==> config.mk <==
export PLATFORM = sky130hd
export DESIGN_NAME = pipeline_ctrl
export DESIGN_NICKNAME = d
export VERILOG_FILES = /design/src/rtl/pipe_pkg.sv /design/src/rtl/sat_counter.sv /design/src/rtl/pipeline_ctrl.sv
export SDC_FILE = /design/constraint.sdc
export NUM_CORES = 1
export LEC_CHECK = 0
export ABC_CLOCK_PERIOD_IN_PS = 2500
export CAP_MARGIN = 10
export CORE_ASPECT_RATIO = 1.4
export CORE_MARGIN = 3
export CORE_UTILIZATION = 47
export CTS_BUF_LIST = sky130_fd_sc_hd__clkbuf_8 sky130_fd_sc_hd__clkbuf_16
export CTS_CLUSTER_DIAMETER = 50
export DETAILED_ROUTE_END_ITERATION = 10
export PLACE_DENSITY = 0.82
export SETUP_SLACK_MARGIN = 0.02
export SYNTH_ARGS = -nofsm -noshare
export SYNTH_HDL_FRONTEND = slang
export SYNTH_SLANG_ARGS = --single-unit
==> constraint.sdc <==
create_clock -name i_clk -period 2.5 [get_ports i_clk]
set_clock_uncertainty 0.05 [all_clocks]
set_input_delay 0.375 -clock i_clk [delete_from_list [all_inputs] [get_ports i_clk]]
set_output_delay 0.375 -clock i_clk [all_outputs]
set_load 0.1 [all_outputs]
==> src/rtl/pipe_pkg.sv <==
// Shared encodings for the pipeline sequencing controller: FSM states,
// PC mux select values and the held-redirect record.
package pipe_pkg;

  typedef enum logic [1:0] {
    ST_RUN     = 2'd0,
    ST_LOADUSE = 2'd1,
    ST_FREEZE  = 2'd2
  } state_e;

  localparam logic [1:0] PC4    = 2'b00;
  localparam logic [1:0] JUMP   = 2'b01;
  localparam logic [1:0] BRANCH = 2'b10;

  typedef struct packed {
    logic [1:0] src;
    logic       k1;
    logic       k2;
  } redir_t;

endpackage

==> src/rtl/sat_counter.sv <==
// Saturating up-counter used for the stall/flush debug counters.
module sat_counter #(
  parameter int CNT_W = 16
) (
  input  logic             i_clk,
  input  logic             i_rst,
  input  logic             i_inc,
  output logic [CNT_W-1:0] o_cnt
);

  logic [CNT_W-1:0] cnt_q, cnt_d;

  always_comb begin
    cnt_d = cnt_q;
    if (i_inc && (cnt_q != {CNT_W{1'b1}})) cnt_d = cnt_q + CNT_W'(1);
  end

  always_ff @(posedge i_clk or posedge i_rst) begin
    if (i_rst) cnt_q <= '0;
    else       cnt_q <= cnt_d;
  end

  assign o_cnt = cnt_q;

endmodule

==> src/rtl/pipeline_ctrl.sv <==
// Pipeline sequencing controller: arbitrates memory freeze, held redirects,
// live redirects and load-use bubbles into PC/pipe-register enables and flushes.
module pipeline_ctrl
  import pipe_pkg::*;
#(
  parameter int CNT_W = 16,
  parameter int REG_W = 5
) (
  input  logic             i_clk,
  input  logic             i_rst,
  input  logic [1:0]       i_pc_src,
  input  logic             i_kill1,
  input  logic             i_kill2,
  input  logic             i_idex_memread,
  input  logic [REG_W-1:0] i_idex_rt,
  input  logic [REG_W-1:0] i_ifid_rs,
  input  logic [REG_W-1:0] i_ifid_rt,
  input  logic             i_mem_busy,
  output logic [1:0]       o_pc_src,
  output logic             o_pc_we,
  output logic             o_ifid_we,
  output logic             o_idex_we,
  output logic             o_exmem_we,
  output logic             o_memwb_we,
  output logic             o_ifid_flush,
  output logic             o_idex_flush,
  output logic [CNT_W-1:0] o_stall_cnt,
  output logic [CNT_W-1:0] o_flush_cnt
);

  state_e state_q, state_d;
  redir_t pend_q, pend_d;
  logic   pend_v_q, pend_v_d;
  logic   lu, rd;

  assign lu = i_idex_memread && (i_idex_rt != '0) &&
              ((i_idex_rt == i_ifid_rs) || (i_idex_rt == i_ifid_rt));
  assign rd = i_kill1 | i_kill2;

  always_comb begin
    state_d      = ST_RUN;
    pend_d       = pend_q;
    pend_v_d     = pend_v_q;
    o_pc_src     = PC4;
    o_pc_we      = 1'b1;
    o_ifid_we    = 1'b1;
    o_idex_we    = 1'b1;
    o_exmem_we   = 1'b1;
    o_memwb_we   = 1'b1;
    o_ifid_flush = 1'b0;
    o_idex_flush = 1'b0;

    if (i_mem_busy) begin
      state_d    = ST_FREEZE;
      o_pc_we    = 1'b0;
      o_ifid_we  = 1'b0;
      o_idex_we  = 1'b0;
      o_exmem_we = 1'b0;
      o_memwb_we = 1'b0;
      // Only the first redirect seen during a freeze is kept.
      if (rd && !pend_v_q) begin
        pend_d   = '{src: i_pc_src, k1: i_kill1, k2: i_kill2};
        pend_v_d = 1'b1;
      end
    end else if (pend_v_q) begin
      // Held redirect wins over any live one arriving on the release cycle.
      o_pc_src     = pend_q.src;
      o_ifid_flush = pend_q.k1;
      o_idex_flush = pend_q.k2;
      pend_v_d     = 1'b0;
    end else if (rd) begin
      o_pc_src     = i_pc_src;
      o_ifid_flush = i_kill1;
      o_idex_flush = i_kill2;
    end else if (lu && (state_q != ST_LOADUSE)) begin
      state_d      = ST_LOADUSE;
      o_pc_we      = 1'b0;
      o_ifid_we    = 1'b0;
      o_idex_flush = 1'b1;
    end

    if (i_rst) begin
      o_pc_src     = PC4;
      o_pc_we      = 1'b0;
      o_ifid_we    = 1'b0;
      o_idex_we    = 1'b0;
      o_exmem_we   = 1'b0;
      o_memwb_we   = 1'b0;
      o_ifid_flush = 1'b1;
      o_idex_flush = 1'b1;
    end
  end

  always_ff @(posedge i_clk or posedge i_rst) begin
    if (i_rst) begin
      state_q  <= ST_RUN;
      pend_q   <= '0;
      pend_v_q <= 1'b0;
    end else begin
      state_q  <= state_d;
      pend_q   <= pend_d;
      pend_v_q <= pend_v_d;
    end
  end

  sat_counter #(.CNT_W(CNT_W)) u_stall_cnt (
    .i_clk (i_clk),
    .i_rst (i_rst),
    .i_inc (!o_pc_we && !i_rst),
    .o_cnt (o_stall_cnt)
  );

  sat_counter #(.CNT_W(CNT_W)) u_flush_cnt (
    .i_clk (i_clk),
    .i_rst (i_rst),
    .i_inc ((o_ifid_flush || o_idex_flush) && !i_rst),
    .o_cnt (o_flush_cnt)
  );

endmodule

Word-level counts from Yosys, hierarchy flattened
Cells that the tools add are included.

storage, ports and cells
  flip-flop bits (word level) = 39
  word-level logic and storage cells = 57
  bits of input ports = 23
  output and inout bits = 41

operators by class
  bitwise gates (word level) = 1
  reductions and logical operators = 15
  multiplexer cells = 26
  add/sub/neg operators = 2
  eq/ne operators = 6

operator list
  cell                                           number
  adder 16 x 1 -> 16 bit, second input constant  2
  != test 16 bit, second input constant          2
  2-to-1 mux 1 bit                               21
  == test 5 bit                                  2
  2-to-1 mux 2 bit                               5
  logical AND 1 bit                              8
  nonzero test 5 bit                             1
  != test 2 x 1 -> 1 bit, second input constant  2
  logical NOT 1 bit                              3
  logical OR 1 bit                               2
  AND reduction 2 bit                            1
  bitwise OR 1 bit                               1

Logic depth before layout (Yosys ltp)
Gate-level depths: netlist of the first run.

  word-level depth = 12
  mapped depth = 8
  mapped depth without buffers = 7

Cells and area by module
A second synthesis of the first run with hierarchy kept.

unflattened totals
  cells, all modules = 210
  area, all modules = 2175.8 µm²

by module, submodules not included
  module         instances  area an instance (µm²)  cells an instance  seq. area each (µm²)
  sat_counter    2          805.8                   71                 400.4
  pipeline_ctrl  1          564.3                   68                 175.2

Worst setup path before layout of the first run
No wires, ideal clock.

  kind = input -> output
  from = input i_mem_busy
  to = output o_pc_we
  path buffers = 2
  stages = 4
  required time = 2.075 ns
  setup slack = -1.243 ns
  arrival = 3.318 ns
  cells stage by stage = clkbuf_1 > nor2_1 > o21a_1 > buf_4

on the way
  word-level cells in the longest chain between the ends = 2

RTL lines
  element                        RTL line             RTL
  start: declaration             pipeline_ctrl.sv:18  input logic i_mem_busy,
  2-to-1 mux 1 bit (2 in a row)  n/a
  end: declaration               pipeline_ctrl.sv:20  output logic o_pc_we,

No other way between the ends.

Worst setup path after layout of the first run
  from = input i_idex_rt[0]
  to = output o_idex_flush

on the way
  word-level cells in the longest chain between the ends = 9
  elaborated cells on any way between the ends = 12
  those cells by class = 2 x eq/ne; 5 x mux; 5 x reduce/logical

RTL lines
  element                                                       RTL line                                  RTL
  start: declaration                                            pipeline_ctrl.sv:15                       input logic [REG_W-1:0] i_idex_rt,
  == test 5 bit / nonzero test 5 bit (equally long branches)    pipeline_ctrl.sv:37, pipeline_ctrl.sv:36
  logical OR 1 bit / logical AND 1 bit (equally long branches)  pipeline_ctrl.sv:37, pipeline_ctrl.sv:36
  logical AND 1 bit *                                           pipeline_ctrl.sv:36                       assign lu = i_idex_memread && (i_idex_rt != '0) &&
  logical AND 1 bit *                                           pipeline_ctrl.sv:75                       end else if (lu && (state_q != ST_LOADUSE)) begin
  2-to-1 mux 1 bit *                                            pipeline_ctrl.sv:75
  2-to-1 mux 1 bit *                                            pipeline_ctrl.sv:71                       end else if (rd) begin
  2-to-1 mux 1 bit *                                            pipeline_ctrl.sv:65                       end else if (pend_v_q) begin
  2-to-1 mux 1 bit *                                            pipeline_ctrl.sv:53                       if (i_mem_busy) begin
  2-to-1 mux 1 bit *                                            pipeline_ctrl.sv:82                       if (i_rst) begin
  end: declaration                                              pipeline_ctrl.sv:26                       output logic o_idex_flush,

Mark *: on every way between the ends. The rest lies on a longest branch, timed or not.

==> results.toml, run 1 <==
[die]
chipHeight_um = 86.58
initial_core_util_pct = 50.17
die_area_um2 = 5502
die_x_um = 63.56
core_area_um2 = 4344
rows = 28
ios = 64

[clocking]
cts_tree = "yes"
root_buffer = "clkbuf_8"
clk_latency_ns = 0.29
cts_buffers = 5
cts_max_path_buffers = 2
cts_sinks = 39
htree_levels = 2
path_clk_slew_ns = 0.07
ctsHoldBuffers = 0

[synth]
syn_avg_cell_area_um2 = 10.74
yosysSeqAreaShare_pct = 44.78
synth_fp_nets = 228
yosysWarnings = 0
yosysUniqueCellTypes = 39
synth_seq_cells = 39
synth_top_area_cell = "dfrtp_1"
synth-edff-count = 0
synth_top_area_share_pct = 44.78
synth.cell_area_um2 = 2180
synthMostInstantiatedCell = "dfrtp_1"
synth_commonest_cells = "dfrtp_1, xnor2_1, nand2_1"
synthCells = 203
synth-main-ff-cell = "dfrtp_1"
synthArstFlopShare_pct = 100.0
synth_area_leaders = "dfrtp_1, xnor2_1, xor2_1"

[pwr]
p_sw_mw = 1.421
report.power.total_mw = 2.737
clockPowerShare_pct = 14.6
swShare_pct = 51.93
power.share.combinational_pct = 51.1
leakage_nw = 1.412
seqPwrFrac_pct = 34.3
p_per_area_nw_per_um2 = 872.0
vdd_drop_max_uv = 917.6
internal_power_mw = 1.315

[route]
vias = 1784
drt_iter0_markers = 12
vias_per_cell = 5.186
dr.pass1.iters = 4
drt_wl_total_mm = 5.118
drtAntennaViolNets = 0
drc = 0
wl_per_cell_um = 14.88

[finish]
diodes = 0
drive_gt1_share_pct = 39.79
nNetsFinal = 308
fillers = 341
area_growth_pct = 43.97

[setup_path]
cp.arrival_ns = 1.94
worstPathMaxFanout = 3
startpoint_type = "primary input"
required_ns = 2.08
end_kind = "primary output"
crit_type = "primary input to primary output"

[global_routing]
grt_max_degree = 28
antenna_found_initial = 0
grt_overflow = 0
grt_pass1_wl_mm = 8.749
grt_pass1_vias = 1847
track_usage_pct = 20.01

[status]
outcome = "finished clean"

[timing]
max-slew-margin-rel_pct = 63.73
tns_ns = 0
drv_slew = 0
period_minus_slack_ns = 2.361
worst_pin_slew_ns = 0.5440
final-setup-viol-count = 0
fin_hold_ws_ns = 0.4287
min_period_over_period_pct = 94.43
fmax_mhz = 423.6
hold_viol = 0
rsz0062_at_grt = "false"

[run]
drv_cap = 0

[min_path]
worstHoldPathType = "flop to flop"

[placement]
numPortBuffers = 63
dp_hpwl_mm = 3.885
place.gp.congestion = 0.7729
-- worst max-delay path, stage by stage --
cell and delay (ns):
clkdlybuf4s50_1 0.54, xnor2_1 0.13, nand3_1 0.11, o22ai_2 0.21, buf_6 0.13, a21oi_1 0.06
o21ai_2 0.19, buf_12 0.19
-- metal layers --
layer / track usage, % / routed length (um) / vias to the layer above
met5: 0 / 0 / -
met4: 8.055 / 80 / 0
met3: 3.632 / 209 / 6
met2: 37.26 / 2856 / 46
met1: 22.24 / 1971 / 873
li1: - / - / 859
-- power by group through the flow --
stage	combinational (mW)	clock (mW)	sequential, mW
2_1_floorplan	0.334	0	1.66
3_3_place_gp	1.39	0	0.946
3_5_place_dp	1.40	0	0.952
4_1_cts	1.41	0.410	0.941
5_1_grt	1.46	0.431	0.966
6_report	1.40	0.399	0.939
-- sequential cells by signal, summed over array words and instances, names as in the netlist --
| signal | cells |
|---|---|
| u_flush_cnt.o_cnt | 16 |
| u_stall_cnt.o_cnt | 16 |
| pend_q | 4 |
| state_q | 2 |
| pend_v_q | 1 |
-- worst paths after layout --
path | from | to | slack, ns | cells past startpoint
max reg2reg | u_stall_cnt.o_cnt[0] | u_stall_cnt.o_cnt[3] | 0.20 | 8
max in group asynchronous | i_rst | u_stall_cnt.o_cnt[1] | 1.30 | 4
min reg2reg | pend_q[0] | pend_q[0] | 0.43 | 2
min in group asynchronous | i_rst | u_flush_cnt.o_cnt[12] | 0.74 | 4
max | i_idex_rt[0] | o_idex_flush | 0.14 | 8
min | pend_q[0] | pend_q[0] | 0.43 | 2
-- stage by stage --
| stage | utilization (%) | area, um2 | cells | setup WS, ns |
|---|---|---|---|---|
| 2_1_floorplan | - | 2231 | 203 | -0.4010 |
| 3_3_place_gp | 69.30 | 3010 | 334 | -0.1704 |
| 3_5_place_dp | 69.30 | 3010 | 334 | -0.2082 |
| 4_1_cts | 71.49 | 3105 | 343 | 0.01798 |
| 5_1_grt | 72.24 | 3138 | 344 | 0.03626 |
| 6_report | 72.24 | 3138 | 344 | 0.1392 |
-- what timing repair did --
| item | CTS | global route |
|---|---|---|
| resized for setup | 1 | 8 |
| buffers inserted | 1 | 1 |
| endpoints found under the setup margin | 3 | 9 |
| cloned | 0 | 0 |
| pin swaps | 2 | 3 |
-- layout by cell type, fill, tap and decap left out, drive strengths merged, types with 2 or more instances in the layout --
| cell type | n |
|---|---|
| nor3 | 11 |
| nor2 | 9 |
| ha | 2 |
| xor2 | 12 |
| xnor2 | 26 |
| o21a | 2 |
| nor2b | 3 |
| and2 | 2 |
| or2 | 2 |
| clkbuf | 5 |
| a21oi | 3 |
| nand4 | 11 |
| o21ai | 3 |
| and3 | 3 |
| nand2b | 4 |
| dlymetal6s2s | 4 |
| clkdlybuf4s50 | 18 |
| mux2 | 6 |
| and4 | 2 |
| inv | 9 |
| buf | 58 |
| nand2 | 19 |
| nand3 | 13 |
| a2111oi | 3 |
| dfrtp | 39 |
| nor4 | 5 |
| nor3b | 2 |
-- logic make-up (layout without fill, tap and decap cells) --
| family | after synthesis | count (layout) | share of synthesized area [%] |
|---|---|---|---|
| muxes | 7 | 7 | 3.731 |
| buffers and inverters | 14 | 95 | 3.445 |
| AOI/OAI and AO/OA | 15 | 15 | 6.544 |
| and+or+nand+nor | 88 | 88 | 25.09 |
| xor gates and xnor gates | 38 | 38 | 15.27 |
| adders and majority gates | 2 | 2 | 1.148 |
| DFF | 39 | 39 | 44.78 |
-- area by class of cell --
type / instances / area (um2) / area share (%)
repair buffers: 80 / 782.0 / 24.92
clock buffers: 5 / 68.82 / 2.193
inverters: 7 / 26.28 / 0.8373
multi-input cells: 150 / 1171 / 37.32
clock inverters: 3 / 12.51 / 0.3987
flip-flops and latches: 39 / 1002 / 31.94
well taps: 60 / 75.07 / 2.392
Power figures use the tool's default switching activity.
==> run 2: changes to the inputs <==
--- a/config.mk
+++ b/config.mk
@@ -5,7 +5,6 @@
 export SDC_FILE = /design/constraint.sdc
 export NUM_CORES = 1
 export LEC_CHECK = 0
-export ABC_CLOCK_PERIOD_IN_PS = 2500
 export CAP_MARGIN = 10
 export CORE_ASPECT_RATIO = 1.4
 export CORE_MARGIN = 3
==> results of run 2 <==
The final DEF is identical to that of run 1; final timing and power are the same.
